<file path="src/rtl/board_ram_arbiter.sv">
`default_nettype none
// +--------------------------------------------------------------------------+
// | Module      : board_ram_arbiter                                          |
// | Description : Round-robin arbiter with per-requester lock for the        |
// |               single-port board RAM.                                     |
// | Revision    : 1.0 - initial release                                      |
// +--------------------------------------------------------------------------+
module board_ram_arbiter #(
    parameter int N_REQ    = 4,
    parameter int ADDR_W   = 8,
    parameter int DATA_W   = 6,
    parameter int RD_LAT   = 1,
    parameter int MAX_LOCK = 16
) (
    input  logic                      clk,
    input  logic                      reset_n,
    input  logic [N_REQ-1:0]          req,
    input  logic [N_REQ-1:0]          lock,
    input  logic [N_REQ-1:0]          we,
    input  logic [N_REQ*ADDR_W-1:0]   addr,
    input  logic [N_REQ*DATA_W-1:0]   wdata,
    output logic [N_REQ-1:0]          gnt,
    output logic [N_REQ-1:0]          rvalid,
    output logic [DATA_W-1:0]         rdata,
    output logic [ADDR_W-1:0]         ram_addr,
    output logic [DATA_W-1:0]         ram_wdata,
    output logic                      ram_wren,
    input  logic [DATA_W-1:0]         ram_q
);

    localparam int                 c_PTR_W    = $clog2(N_REQ);
    localparam int                 c_CNT_W    = $clog2(MAX_LOCK) + 1;
    localparam logic [c_CNT_W-1:0] c_LOCK_LIM = c_CNT_W'(MAX_LOCK - 1);
    localparam logic [c_PTR_W-1:0] c_PTR_RST  = c_PTR_W'(N_REQ - 1);

    logic [N_REQ-1:0]              r_gnt;
    logic [c_PTR_W-1:0]            r_ptr;
    logic [c_CNT_W-1:0]            r_lock_cnt;
    logic [RD_LAT-1:0][N_REQ-1:0]  r_rv_pipe;

    logic [N_REQ-1:0]              w_req_m;
    logic [N_REQ-1:0]              w_next_gnt;
    logic [c_PTR_W-1:0]            w_idx;
    logic [c_PTR_W-1:0]            w_next_idx;
    logic                          w_found;
    logic                          w_keep;

    // The owner keeps the RAM only while it still requests, asks for lock,
    // and has not yet used up its lock budget.
    assign w_keep  = (|(r_gnt & req & lock)) && (r_lock_cnt < c_LOCK_LIM);
    assign w_req_m = req & ~r_gnt;

    always_comb begin
        w_found    = 1'b0;
        w_next_idx = '0;
        w_idx      = '0;
        w_next_gnt = '0;
        for (int k = 1; k <= N_REQ; k++) begin
            w_idx = c_PTR_W'((int'(r_ptr) + k) % N_REQ);
            if (!w_found && w_req_m[w_idx]) begin
                w_found    = 1'b1;
                w_next_idx = w_idx;
            end
        end
        if (w_found) begin
            w_next_gnt[w_next_idx] = 1'b1;
        end
    end

    always_ff @(posedge clk) begin
        if (!reset_n) begin
            r_gnt      <= '0;
            r_ptr      <= c_PTR_RST;
            r_lock_cnt <= '0;
            r_rv_pipe  <= '0;
        end else begin
            r_rv_pipe[0] <= r_gnt & req & ~we;
            for (int k = 1; k < RD_LAT; k++) begin
                r_rv_pipe[k] <= r_rv_pipe[k-1];
            end
            if (w_keep) begin
                r_lock_cnt <= r_lock_cnt + c_CNT_W'(1);
            end else begin
                r_lock_cnt <= '0;
                r_gnt      <= w_next_gnt;
                if (w_found) begin
                    r_ptr <= w_next_idx;
                end
            end
        end
    end

    always_comb begin
        ram_addr  = '0;
        ram_wdata = '0;
        for (int i = 0; i < N_REQ; i++) begin
            if (r_gnt[i]) begin
                ram_addr  = addr[i*ADDR_W +: ADDR_W];
                ram_wdata = wdata[i*DATA_W +: DATA_W];
            end
        end
    end

    // Writes are suppressed while reset is held, even if a grant is still registered.
    assign ram_wren = reset_n & (|(r_gnt & req & we));
    assign gnt      = r_gnt;
    assign rvalid   = r_rv_pipe[RD_LAT-1];
    assign rdata    = ram_q;

endmodule
`default_nettype wire

</file>
<file path="config.mk">
export PLATFORM = sky130hd
export DESIGN_NAME = board_ram_arbiter
export DESIGN_NICKNAME = d
export VERILOG_FILES = /design/src/rtl/board_ram_arbiter.sv
export SDC_FILE = /design/constraint.sdc
export NUM_CORES = 1
export LEC_CHECK = 0
export BUFFER_PORTS_ARGS = -buffer_cell sky130_fd_sc_hd__buf_2
export CORE_UTILIZATION = 41
export DETAILED_ROUTE_END_ITERATION = 10
export PLACE_DENSITY = 0.84
export SLEW_MARGIN = 20
export SYNTH_ARGS = -nofsm -noshare
export SYNTH_HDL_FRONTEND = slang
export SYNTH_SLANG_ARGS = --single-unit
</file>
<file path="constraint.sdc">
create_clock -name clk -period 4.1 [get_ports clk]
set_clock_uncertainty 0.1 [all_clocks]
set_input_delay 0.41 -clock clk [delete_from_list [all_inputs] [get_ports clk]]
set_output_delay 0.41 -clock clk [all_outputs]
set_load 0.02 [all_outputs]
</file>
== Word-level counts from Yosys, hierarchy flattened ==
Cells that the tools add are included.

* Flip-flop bits (word level): 15
* Bits in latches: 0
* Memory bits (writable): 0
* Memory bits (read-only): 0
* Bits of input ports: 76
* Output and inout port bits: 29
* Word-level logic and storage cells: 64
* Memories: 0

* Add/subtract/negate cells: 5
* Multipliers: 0
* Divide/modulo/power cells: 0
* $lt $le $gt $ge: 7
* Eq/ne operators: 0
* Shifts and indexed selects: 0
* Muxes and demuxes: 27
* Bitwise operators: 9
* Reduce and logical (&&, ||, !) cells: 12

{| class="wikitable"
|+ Operators by type and width
! operator !! number
|-
| $mux W8 || 4
|-
| $mux W6 || 4
|-
| $and A4 B4 Y4 || 5
|-
| $lt A2 B3 Y1 const B || 5
|-
| $mux W1 || 9
|-
| $bmux W1 S2 || 4
|-
| $mux W2 || 4
|-
| $not A4 Y4 || 2
|-
| $reduce_or A4 Y1 || 2
|-
| $add A5 B1 Y5 const B || 1
|-
| $logic_and A1 B1 Y1 || 5
|-
| $lt A5 B4 Y1 const B || 1
|-
| $add A2 B1 Y2 const B || 2
|-
| $add A2 B2 Y2 const B || 2
|-
| $mux W4 || 1
|-
| $reduce_and A2 Y1 || 2
|-
| $logic_not A1 Y1 || 3
|-
| $demux W1 S2 || 1
|-
| $ge A2 B1 Y1 const B || 1
|-
| $and A1 B1 Y1 || 1
|-
| $not A1 Y1 || 1
|}

== Logic depth before layout (Yosys ltp) ==
* Depth after elaboration: 19
* Mapped depth: 6
* Gate-level depth less buffers: 4

== Worst setup path after synthesis ==
No wires, ideal clock.

* Path kind: register -> output
* From: register r_gnt[1] (netlist: gnt[1])
* To: output port ram_addr[0]
* Data arrival time: 1.673 ns
* Required time: 3.590 ns
* Slack: 1.917 ns
* Cell stages (with the launch flop): 6
* Cells stage by stage: dfxtp_1 > buf_2 > nor2b_1 > buf_2 > a221oi_1 > o31ai_1

* Cells in the longest elaborated chain, start to end: 3

{| class="wikitable"
|+ RTL lines
! what !! RTL line !! source
|-
| from (decl) || 36 || <nowiki>logic [N_REQ-1:0] r_gnt;</nowiki>
|-
| from (signal assigned) || 85 || <nowiki>r_gnt <= w_next_gnt;</nowiki>
|-
| $mux W8 (3 in series) || 97 || <nowiki>if (r_gnt[i]) begin</nowiki>
|-
| to (decl) || 25 || <nowiki>output logic [ADDR_W-1:0] ram_addr,</nowiki>
|}

No other way between the ends.

== Worst setup path in the final report ==
* From: register r_gnt[1] (netlist: gnt[1])
* To: output port ram_addr[6]

Same word-level chain as after synthesis.

==> flow_summary.ini <==
[outcome]
status = finished, final reports clean

[place]
place_congestion = 0.854
place_ws_ns = 1.58
port_buffers = 92
dp_hpwl_mm = 2.74
placed_area_mm2 = 0.00162

[cells_and_area]
final_area_mm2 = 0.00165
layout_common_cells = 92 x buf_2, 19 x nand2_1, 18 x nor2b_1, 15 x nand3_1, 15 x dfxtp_1
syn2layout_area_growth_pct = 34.8
nNetsFinal = 313
mostFrequentLayoutCell = buf_2
final_util_pct = 59.2
drive_gt1_share_pct = 43.4
num_antenna_cells = 0
fill_cells = 281

[yosys]
mappedNetlistArea_mm2 = 0.00122
synth_mux_area_share_pct = 0
synthTopCellsByArea = dfxtp_1 25%, a221oi_1 10%, nor2b_1 9.2%
synth_cell_types = 38
synth-compound-area-share_pct = 32.5
synth_nets = 234
synth-seq-area-share_pct = 24.6
syn_avg_cell_area_um2 = 7.79
yosysWarnings = 0
ys_ff_latch = 15
yosys.area_share.adder_pct = 1.02
synth_top_family_by_area = compound AO/OA/AOI/OAI gates
synth-simple-area-share_pct = 31.0
synthXorXnorAreaFrac_pct = 1.43
synth_cells = 157
yosysTopAreaCell = dfxtp_1
synth_top_area_share_pct = 24.6

[grt]
grt_use_total_pct = 23.1
antenna_found_initial = 0
grt_pass1_vias = 1417
grt_max_degree = 36
grt_remaining_overflow = 0
grt_pass1_wl_mm = 6.01

[routing]
vias_per_cell = 5.38
dr_total_vias = 1430
routed_wl_mm = 3.59
first_pass_iters = 5
wl_per_cell_um = 13.5
first_iter_violations = 45
drc = 0
ant_nets = 0

[clock_network]
numCtsBuffers = 3
cts_max_path_buffers = 2
cts_resized = 0
cts.clk_slew.worst_paths_ns = 0.10
root_buffer = clkbuf_4
tritoncts = done
htreeDepth = 1
cts_setup_buffers = 0
postCtsHoldBufs = 0
cts.sinks = 15
clk_latency_ns = 0.30

[die]
initial_utilization_pct = 43.9
ios = 105
rows = 19
die_w_um = 56.6
fp.dieH_um = 56.6
dieArea_mm2 = 0.00320
core_mm2 = 0.00278

[setup_path]
worstPathRequired_ns = 3.59
r2r_setup_slack_ns = 1.81
worst_setup_path_end_kind = output port
crit_type = reg -> out
crit_path_start_kind = flip-flop
crit_fanout = 23
arrival_ns = 2.38

[power]
seq_power_share_pct = 25.7
netSwitchingFraction_pct = 52.2
power_density_mw_per_mm2 = 600
comb_power_share_pct = 64.9
ir_drop_mv = 0.446
power.leakage_uw = 0.000770
p_int_uw = 473
power_frac_clock_pct = 9.5
p_sw_uw = 516

[timing]
min_period_ns = 2.89
clock.fmax_ghz = 0.346
maxSlewHeadroom_pct = 32.8
setup_slack_ns = 1.21
rsz0062_at_grt = no
finalHoldViolCount = 0
tightest_slew_ns = 1.01
maxSlewViolCount = 0
timing.final.crit_share_pct = 70.5
finalSetupTns_ns = 0
hold_ws_ns = 0.174
setup_viol = 0

[min_path]
worstHoldPathType = in -> reg

[job]
drv_cap = 0
-- worst max-delay path, cell delays in order, from the launching register on --
cell,delay [ns]
dfxtp_1,0.57
nor2b_1,0.82
a221oi_1,0.18
o31ai_1,0.29
buf_2,0.22
-- power by group through the flow --
stage	Combinational, uW	Sequential (uW)	Clock (uW)
after floorplan	498	220	0
after global placement	632	253	0
after detailed placement	641	255	0
after CTS	643	251	94.8
after global routing	698	262	101
final	642	254	93.7
-- flip-flops by register name, indices dropped and copies added (netlist names) --
name and cells:
r_lock_cnt 5, gnt 4, rvalid 4, r_ptr 2
-- final cells by class --
class,instances,area [um2],area share (%)
clock inverters,1,7.51,0.456
inverters,1,3.75,0.228
flip-flops and latches,15,300,18.2
multi-input cells,122,807,49.0
repair buffers,93,468,28.4
clock buffers,3,22.5,1.37
well taps,31,38.8,2.35
-- synthesized netlist by cell type, drive strengths merged --
master	n
inv	1
a211o	1
nand2	19
xor2	1
and3	2
o31ai	14
nor4	1
nor2b	19
nor3b	2
a41oi	2
o22ai	1
a221oi	14
clkbuf	7
ha	1
xnor2	1
a31oi	1
nand2b	4
o211ai	2
a211oi	1
and3b	1
o41ai	4
o41a	1
o21ai	2
a41o	1
nand3	15
nor3	5
nor2	5
buf	12
o32a	1
dfxtp	15
o21ba	1
-- kinds of logic (layout without fill, tap and decap cells) --
| group | Yosys count | in the layout |
|---|---|---|
| flip-flops | 15 | 15 |
| buffers and inverters | 20 | 98 |
| XOR/XNOR | 2 | 2 |
| AND/OR/NAND/NOR | 73 | 73 |
| AO/OA/AOI/OAI | 46 | 46 |
| adder cells (fa/ha/maj) | 1 | 1 |
-- metal layers --
layer | up-vias | track usage, % | routed length [um]
li1 | 753 | - | -
met4 | 0 | 6.62 | 40
met5 | - | 0 | 0
met1 | 632 | 27.5 | 1620
met3 | 6 | 6.22 | 174
met2 | 39 | 40.2 | 1760
-- per-stage QoR --
stage | total power [uW] | std cells
2_1_floorplan | 718 | 157
3_3_place_gp | 885 | 262
3_5_place_dp | 896 | 262
4_1_cts | 989 | 266
5_1_grt | 1060 | 266
6_report | 989 | 266
-- worst paths after layout --
path / startpoint / end / cells after the start
worst min-delay path: we[0] / rvalid[0]$_SDFF_PN0_ / 2
worst min register to register: r_lock_cnt[0]$_SDFF_PN0_ / r_lock_cnt[0]$_SDFF_PN0_ / 1
worst max register to register: gnt[2]$_SDFFE_PN0N_ / r_lock_cnt[4]$_SDFF_PN0_ / 4
worst max-delay path: gnt[1]$_SDFFE_PN0N_ / ram_addr[6] / 4
Power figures use the tool's default switching activity.
